[src/rtl/move_step_player.sv]
// Buffers a solver move stream and steps through it one move per debounced button press.
// Drives 7-seg digits with the current move, BCD step number and player status.
module move_step_player #(
   parameter int MAX_MOVES       = 32,
   parameter int DEBOUNCE_CYCLES = 4,
   parameter int DIGITS          = 4
) (
   input  logic                  clk,
   input  logic                  rst,
   input  logic                  start,
   input  logic                  btn,
   input  logic                  mv_valid,
   input  logic [1:0]            mv_data,
   input  logic                  mv_last,
   output logic                  mv_ready,
   output logic [6:0]            step,
   output logic                  done,
   output logic                  ovf,
   output logic [7*DIGITS-1:0]   seg
);

   localparam int DBW = $clog2(DEBOUNCE_CYCLES + 1);
   localparam int IW  = (MAX_MOVES > 1) ? $clog2(MAX_MOVES) : 1;

   localparam logic [6:0] SEG_BLANK = 7'b1111111;
   localparam logic [6:0] SEG_DASH  = 7'b0111111;
   localparam logic [6:0] SEG_E     = 7'b0000110;
   localparam logic [6:0] SEG_F     = 7'b0001110;

   typedef enum logic [1:0] {S_LOAD, S_WAIT, S_DONE} state_t;

   function automatic logic [6:0] move_code(input logic [1:0] m);
      case (m)
         2'd0:    move_code = 7'b1000001;
         2'd1:    move_code = 7'b0100001;
         2'd2:    move_code = 7'b1000111;
         default: move_code = 7'b0101111;
      endcase
   endfunction

   function automatic logic [6:0] bcd_code(input logic [3:0] d);
      case (d)
         4'd0:    bcd_code = 7'b1000000;
         4'd1:    bcd_code = 7'b1111001;
         4'd2:    bcd_code = 7'b0100100;
         4'd3:    bcd_code = 7'b0110000;
         4'd4:    bcd_code = 7'b0011001;
         4'd5:    bcd_code = 7'b0010010;
         4'd6:    bcd_code = 7'b0000010;
         4'd7:    bcd_code = 7'b1111000;
         4'd8:    bcd_code = 7'b0000000;
         4'd9:    bcd_code = 7'b0010000;
         default: bcd_code = SEG_BLANK;
      endcase
   endfunction

   // ---------------- button synchroniser and debounce ----------------
   logic           sync1_q, sync2_q;
   logic           acc_q, acc_d;
   logic           press_q, press_d;
   logic [DBW-1:0] db_cnt_q, db_cnt_d;

   always_comb begin
      acc_d    = acc_q;
      press_d  = 1'b0;
      db_cnt_d = '0;
      if (sync2_q != acc_q) begin
         if (db_cnt_q == DBW'(DEBOUNCE_CYCLES - 1)) begin
            acc_d   = ~acc_q;
            press_d = ~acc_q;
         end else begin
            db_cnt_d = db_cnt_q + 1'b1;
         end
      end
   end

   always_ff @(posedge clk or posedge rst) begin
      if (rst) begin
         sync1_q  <= 1'b0;
         sync2_q  <= 1'b0;
         acc_q    <= 1'b0;
         press_q  <= 1'b0;
         db_cnt_q <= '0;
      end else begin
         sync1_q  <= btn;
         sync2_q  <= sync1_q;
         acc_q    <= acc_d;
         press_q  <= press_d;
         db_cnt_q <= db_cnt_d;
      end
   end

   // ---------------- player FSM ----------------
   state_t     state_q;
   logic [6:0] count_q, step_q;
   logic [3:0] ones_q, tens_q;
   logic       done_q, ovf_q, rdy_q;
   logic [1:0] buf_q [MAX_MOVES];
   logic       beat_acc;

   // start drops a same-cycle beat, so ready is masked combinationally by it
   assign beat_acc = (state_q == S_LOAD) && mv_valid && rdy_q && !start;

   always_ff @(posedge clk) begin
      if (beat_acc) buf_q[count_q[IW-1:0]] <= mv_data;
   end

   always_ff @(posedge clk or posedge rst) begin
      if (rst) begin
         state_q <= S_LOAD;
         count_q <= '0;
         step_q  <= '0;
         ones_q  <= '0;
         tens_q  <= '0;
         done_q  <= 1'b0;
         ovf_q   <= 1'b0;
         rdy_q   <= 1'b0;
      end else if (start) begin
         state_q <= S_LOAD;
         count_q <= '0;
         step_q  <= '0;
         ones_q  <= '0;
         tens_q  <= '0;
         done_q  <= 1'b0;
         ovf_q   <= 1'b0;
         rdy_q   <= 1'b1;
      end else begin
         case (state_q)
            S_LOAD: begin
               rdy_q <= (count_q < 7'(MAX_MOVES));
               if (beat_acc) begin
                  count_q <= count_q + 7'd1;
                  if (mv_last) begin
                     state_q <= S_WAIT;
                     rdy_q   <= 1'b0;
                  end else if (count_q == 7'(MAX_MOVES - 1)) begin
                     state_q <= S_WAIT;
                     ovf_q   <= 1'b1;
                     rdy_q   <= 1'b0;
                  end
               end
            end
            S_WAIT: begin
               rdy_q <= 1'b0;
               if (press_q) begin
                  step_q <= step_q + 7'd1;
                  if (ones_q == 4'd9) begin
                     ones_q <= 4'd0;
                     tens_q <= tens_q + 4'd1;
                  end else begin
                     ones_q <= ones_q + 4'd1;
                  end
                  if (step_q + 7'd1 == count_q) begin
                     state_q <= S_DONE;
                     done_q  <= 1'b1;
                  end
               end
            end
            S_DONE: begin
               rdy_q <= 1'b0;
               if (press_q) begin
                  state_q <= S_WAIT;
                  step_q  <= '0;
                  ones_q  <= '0;
                  tens_q  <= '0;
                  done_q  <= 1'b0;
               end
            end
            default: state_q <= S_LOAD;
         endcase
      end
   end

   // ---------------- display ----------------
   logic [7*DIGITS-1:0] seg_q, seg_d;
   logic [6:0]          rd_idx;

   assign rd_idx = step_q - 7'd1;

   always_comb begin
      seg_d = {DIGITS{SEG_BLANK}};
      if (step_q != 7'd0) seg_d[6:0] = move_code(buf_q[rd_idx[IW-1:0]]);
      seg_d[13:7]  = bcd_code(ones_q);
      seg_d[20:14] = bcd_code(tens_q);
      if (ovf_q) begin
         seg_d[27:21] = SEG_F;
      end else begin
         case (state_q)
            S_LOAD:  seg_d[27:21] = SEG_DASH;
            S_DONE:  seg_d[27:21] = SEG_E;
            default: seg_d[27:21] = SEG_BLANK;
         endcase
      end
   end

   always_ff @(posedge clk or posedge rst) begin
      if (rst) seg_q <= {DIGITS{SEG_BLANK}};
      else     seg_q <= seg_d;
   end

   assign mv_ready = rdy_q && !start;
   assign step     = step_q;
   assign done     = done_q;
   assign ovf      = ovf_q;
   assign seg      = seg_q;

endmodule

[config.mk]
export PLATFORM = sky130hd
export DESIGN_NAME = move_step_player
export DESIGN_NICKNAME = d
export VERILOG_FILES = /design/src/rtl/move_step_player.sv
export SDC_FILE = /design/constraint.sdc
export NUM_CORES = 1
export LEC_CHECK = 0
export ABC_AREA = 1
export BUFFER_PORTS_ARGS = -buffer_cell sky130_fd_sc_hd__buf_2
export CAP_MARGIN = 20
export CORE_ASPECT_RATIO = 0.5
export CORE_MARGIN = 2
export CORE_UTILIZATION = 40
export CTS_CLUSTER_SIZE = 16
export DETAILED_ROUTE_END_ITERATION = 12
export GPL_ROUTABILITY_DRIVEN = 0
export PLACE_DENSITY = 0.58
export SLEW_MARGIN = 20
export SYNTH_ARGS = -nofsm -noshare
export SYNTH_HDL_FRONTEND = slang
export SYNTH_SLANG_ARGS = --single-unit
[constraint.sdc]
create_clock -name clk -period 4.1 [get_ports clk]
set_clock_uncertainty 0.15 [all_clocks]
set_input_delay 0.82 -clock clk [delete_from_list [all_inputs] [get_ports clk]]
set_output_delay 0.82 -clock clk [all_outputs]
set_load 0.05 [all_outputs]
==> reports/metrics.cfg <==
[clock_network]
root_buffer=clkbuf_16
numCtsBuffers=17
htree_levels=4
hold_buffers=0
numClockSinks=120
clockBufferDepth=2
cts_tree=yes
clkLatencyLatePin_ps=400
cts_setup_buffers=0
cts.repair.resized=0
clk_pin_slew_ps=60

[floorplan]
initial_core_util_pct=41.5
num_io_pins=46
die_w_um=173
rows=30
coreArea_mm2=0.0137
dieArea_mm2=0.0152
die_y_um=88.3

[placed_design]
placed_area_mm2=0.00604
io_buffers=42
hpwl_um=8610

[hold_path]
hold-path-cell-count=0
whs_endpoint=sync2_q$_DFF_PP0_
min_from=sync1_q$_DFF_PP0_
hp-class=reg -> reg

[synth]
synth_area_leaders=edfxtp_1 (34%), dfrtp_1 (15%), dfstp_2 (10%)
synthArstFlopShare_pct=46.7
ys_seq_area_share_pct=59.0
synth-edff-count=64
synth_warnings=0
yosys.area.top_type_share_pct=33.8
yosys.area.top_type=edfxtp_1
synth_common_cells=nand2_1 (117), nor2_1 (82), edfxtp_1 (64), nand3_1 (63), inv_1 (51)
syn_avg_cell_area_um2=9.58
synth_ff_type=edfxtp_1
netlist_area_mm2=0.00568
synthCells=593
yosysUniqueCellTypes=35
yosysMostFrequentCell=nand2_1
ys_ff_latch=120

[pwr]
power_density_mw_per_mm2=764
p_clk_share_pct=29.4
power_w=0.00507
vdd_ir_drop_max_uv=436
p_int_w=0.00297
p_leak_nw=2.77
switchingPower_w=0.00210
p_sw_share_pct=41.4
power_frac_comb_pct=38.3
sequentialPowerShare_pct=32.3

[critical_path]
r2r_setup_slack_ps=1380
path_max_fanout=36
r2r-start=step[0]$_DFFE_PP0P_
arrival_ps=2860
cp-start-kind=flip-flop
worst_r2r_endpoint=state_q[1]$_DFFE_PP0P_
timing_worst_setup_path_type=reg -> reg
required_ps=4240
worst_setup_path_end_kind=flip-flop
reg2reg_depth=14

[final_layout]
nFillCells=1322
area_growth_syn_to_layout_pct=16.8
final_area_mm2=0.00664
num_antenna_cells=0
drive_above_1_share_pct=18.0
layout.nets=666

[timing]
rsz0062_at_grt=no
period_needed_ps=2720
max_slew.worst_pin.slew_ps=616
relSlewSlack_pct=58.9
fmax_mhz=368
fin_setup_tns_ps=0
setup_violations=0
fin_crit_sh_pct=66.3
drv_slew=0
holdWs_ps=202
hold_violations=0

[routing]
drt_iter0_markers=285
dr.pass1.iters=5
vias=4220
vias_per_cell=5.02
drc=0
drtAntennaViolNets=0
wl_um=12900
post_drt_wl_per_cell_um=15.3

[global_routing]
globalRoute.totalOverflow=0
grt_max_degree=39
grt_use_total_pct=18.0
grt_pass1_vias=4171
grt_pass1_wl_um=21200
grt_antenna_before_repair=0

[outcome]
status=complete, no violations

[job]
max_cap_viol_count=0

through the flow:
stage          instances  worst slack [ps]  utilization, %
2_1_floorplan        595              1450               -
3_3_place_gp         809              1320            44.1
3_5_place_dp         809              1290            44.1
4_1_cts              841              1400            48.4
5_1_grt              841              1130            48.4
6_report             841              1380            48.4
placed cells by master (no fill, tap or decap), drive strengths merged:
cell,n
nand2,121
nor2,85
edfxtp,64
nand3,64
inv,60
o21ai,48
buf,45
dfrtp,34
ha,22
dfstp,22
clkbuf,19
a21oi,12
nor3,8
o211ai,7
clkinv,6
o22ai,5
nor3b,4
nand4,3
conb,3
clkinvlp,3
xnor2,3
nor4,2
a31oi,2
bufinv,2
xor2,2
o311ai,1
o32ai,1
a32o,1
routing by layer:
metal	vias to the layer above	part of all wire [%]	global-route usage, %
met4	0	0.79	5.28
met2	84	46	29.9
met3	10	4.0	4.04
met1	2060	49	24.2
li1	2066	-	-
met5	-	0	0
registers in the layout (all words and copies together) (netlist names):
| signal | flops |
|---|---|
| seg | 22 |
| ones_q | 4 |
| done | 1 |
| buf_q | 64 |
| acc_q | 1 |
| count_q | 7 |
| state_q | 2 |
| step | 7 |
| ovf | 1 |
| rdy_q | 1 |
| db_cnt_q | 3 |
| sync2_q | 1 |
| sync1_q | 1 |
| tens_q | 4 |
| press_q | 1 |
logic make-up after synthesis:
group | share of synthesized area (%)
AO/OA/AOI/OAI | 7.53
XOR/XNOR | 1.04
adder cells (fa/ha/maj) | 4.84
buffers and inverters | 6.03
flip-flops | 59.0
other | 0.0660
AND/OR/NAND/NOR | 21.5
worst max-delay path by stage:
stage	to	slack (ps)	depth (start not counted)	from
floorplan	seg[3]$_DFF_PP1_	1450	14	step[0]$_DFFE_PP0P_
global placement	buf_q[20][1]$_DFFE_PP_	1320	5	mv_valid
detailed placement	buf_q[25][1]$_DFFE_PP_	1290	5	mv_valid
CTS	state_q[1]$_DFFE_PP0P_	1400	14	step[0]$_DFFE_PP0P_
global route	seg[3]$_DFF_PP1_	1130	13	step[0]$_DFFE_PP0P_
finish	state_q[1]$_DFFE_PP0P_	1380	14	step[0]$_DFFE_PP0P_
critical path, cell delays in order, from the launching register on:
cell,delay (ps)
dfrtp_1,390
inv_2,460
ha_1,240
buf_4,280
inv_1,260
nand2_1,110
nand3_1,80
nor2_1,100
nand3_1,90
nor2_1,90
nand2_1,70
nand2_2,90
nand2_1,80
nand2_1,70
nand2_1,40
power groups by stage:
stage               Sequential, W  Combinational (W)  Clock (W)
global route              0.00166            0.00217    0.00157
global placement          0.00166            0.00192          0
detailed placement        0.00166            0.00194          0
finish                    0.00164            0.00194    0.00149
CTS                       0.00164            0.00195    0.00151
floorplan                 0.00203            0.00114          0
cell type report:
cell class	count	area (µm²)	share of cell area (%)
inverter	58	218	3.28
multi-input combinational	394	2000	30.1
sequential	120	3350	50.5
clock buffer	19	453	6.83
clock inverter	13	145	2.19
tap	192	240	3.62
timing repair buffer	45	233	3.51
No activity file was read; power rests on OpenSTA's default activity.
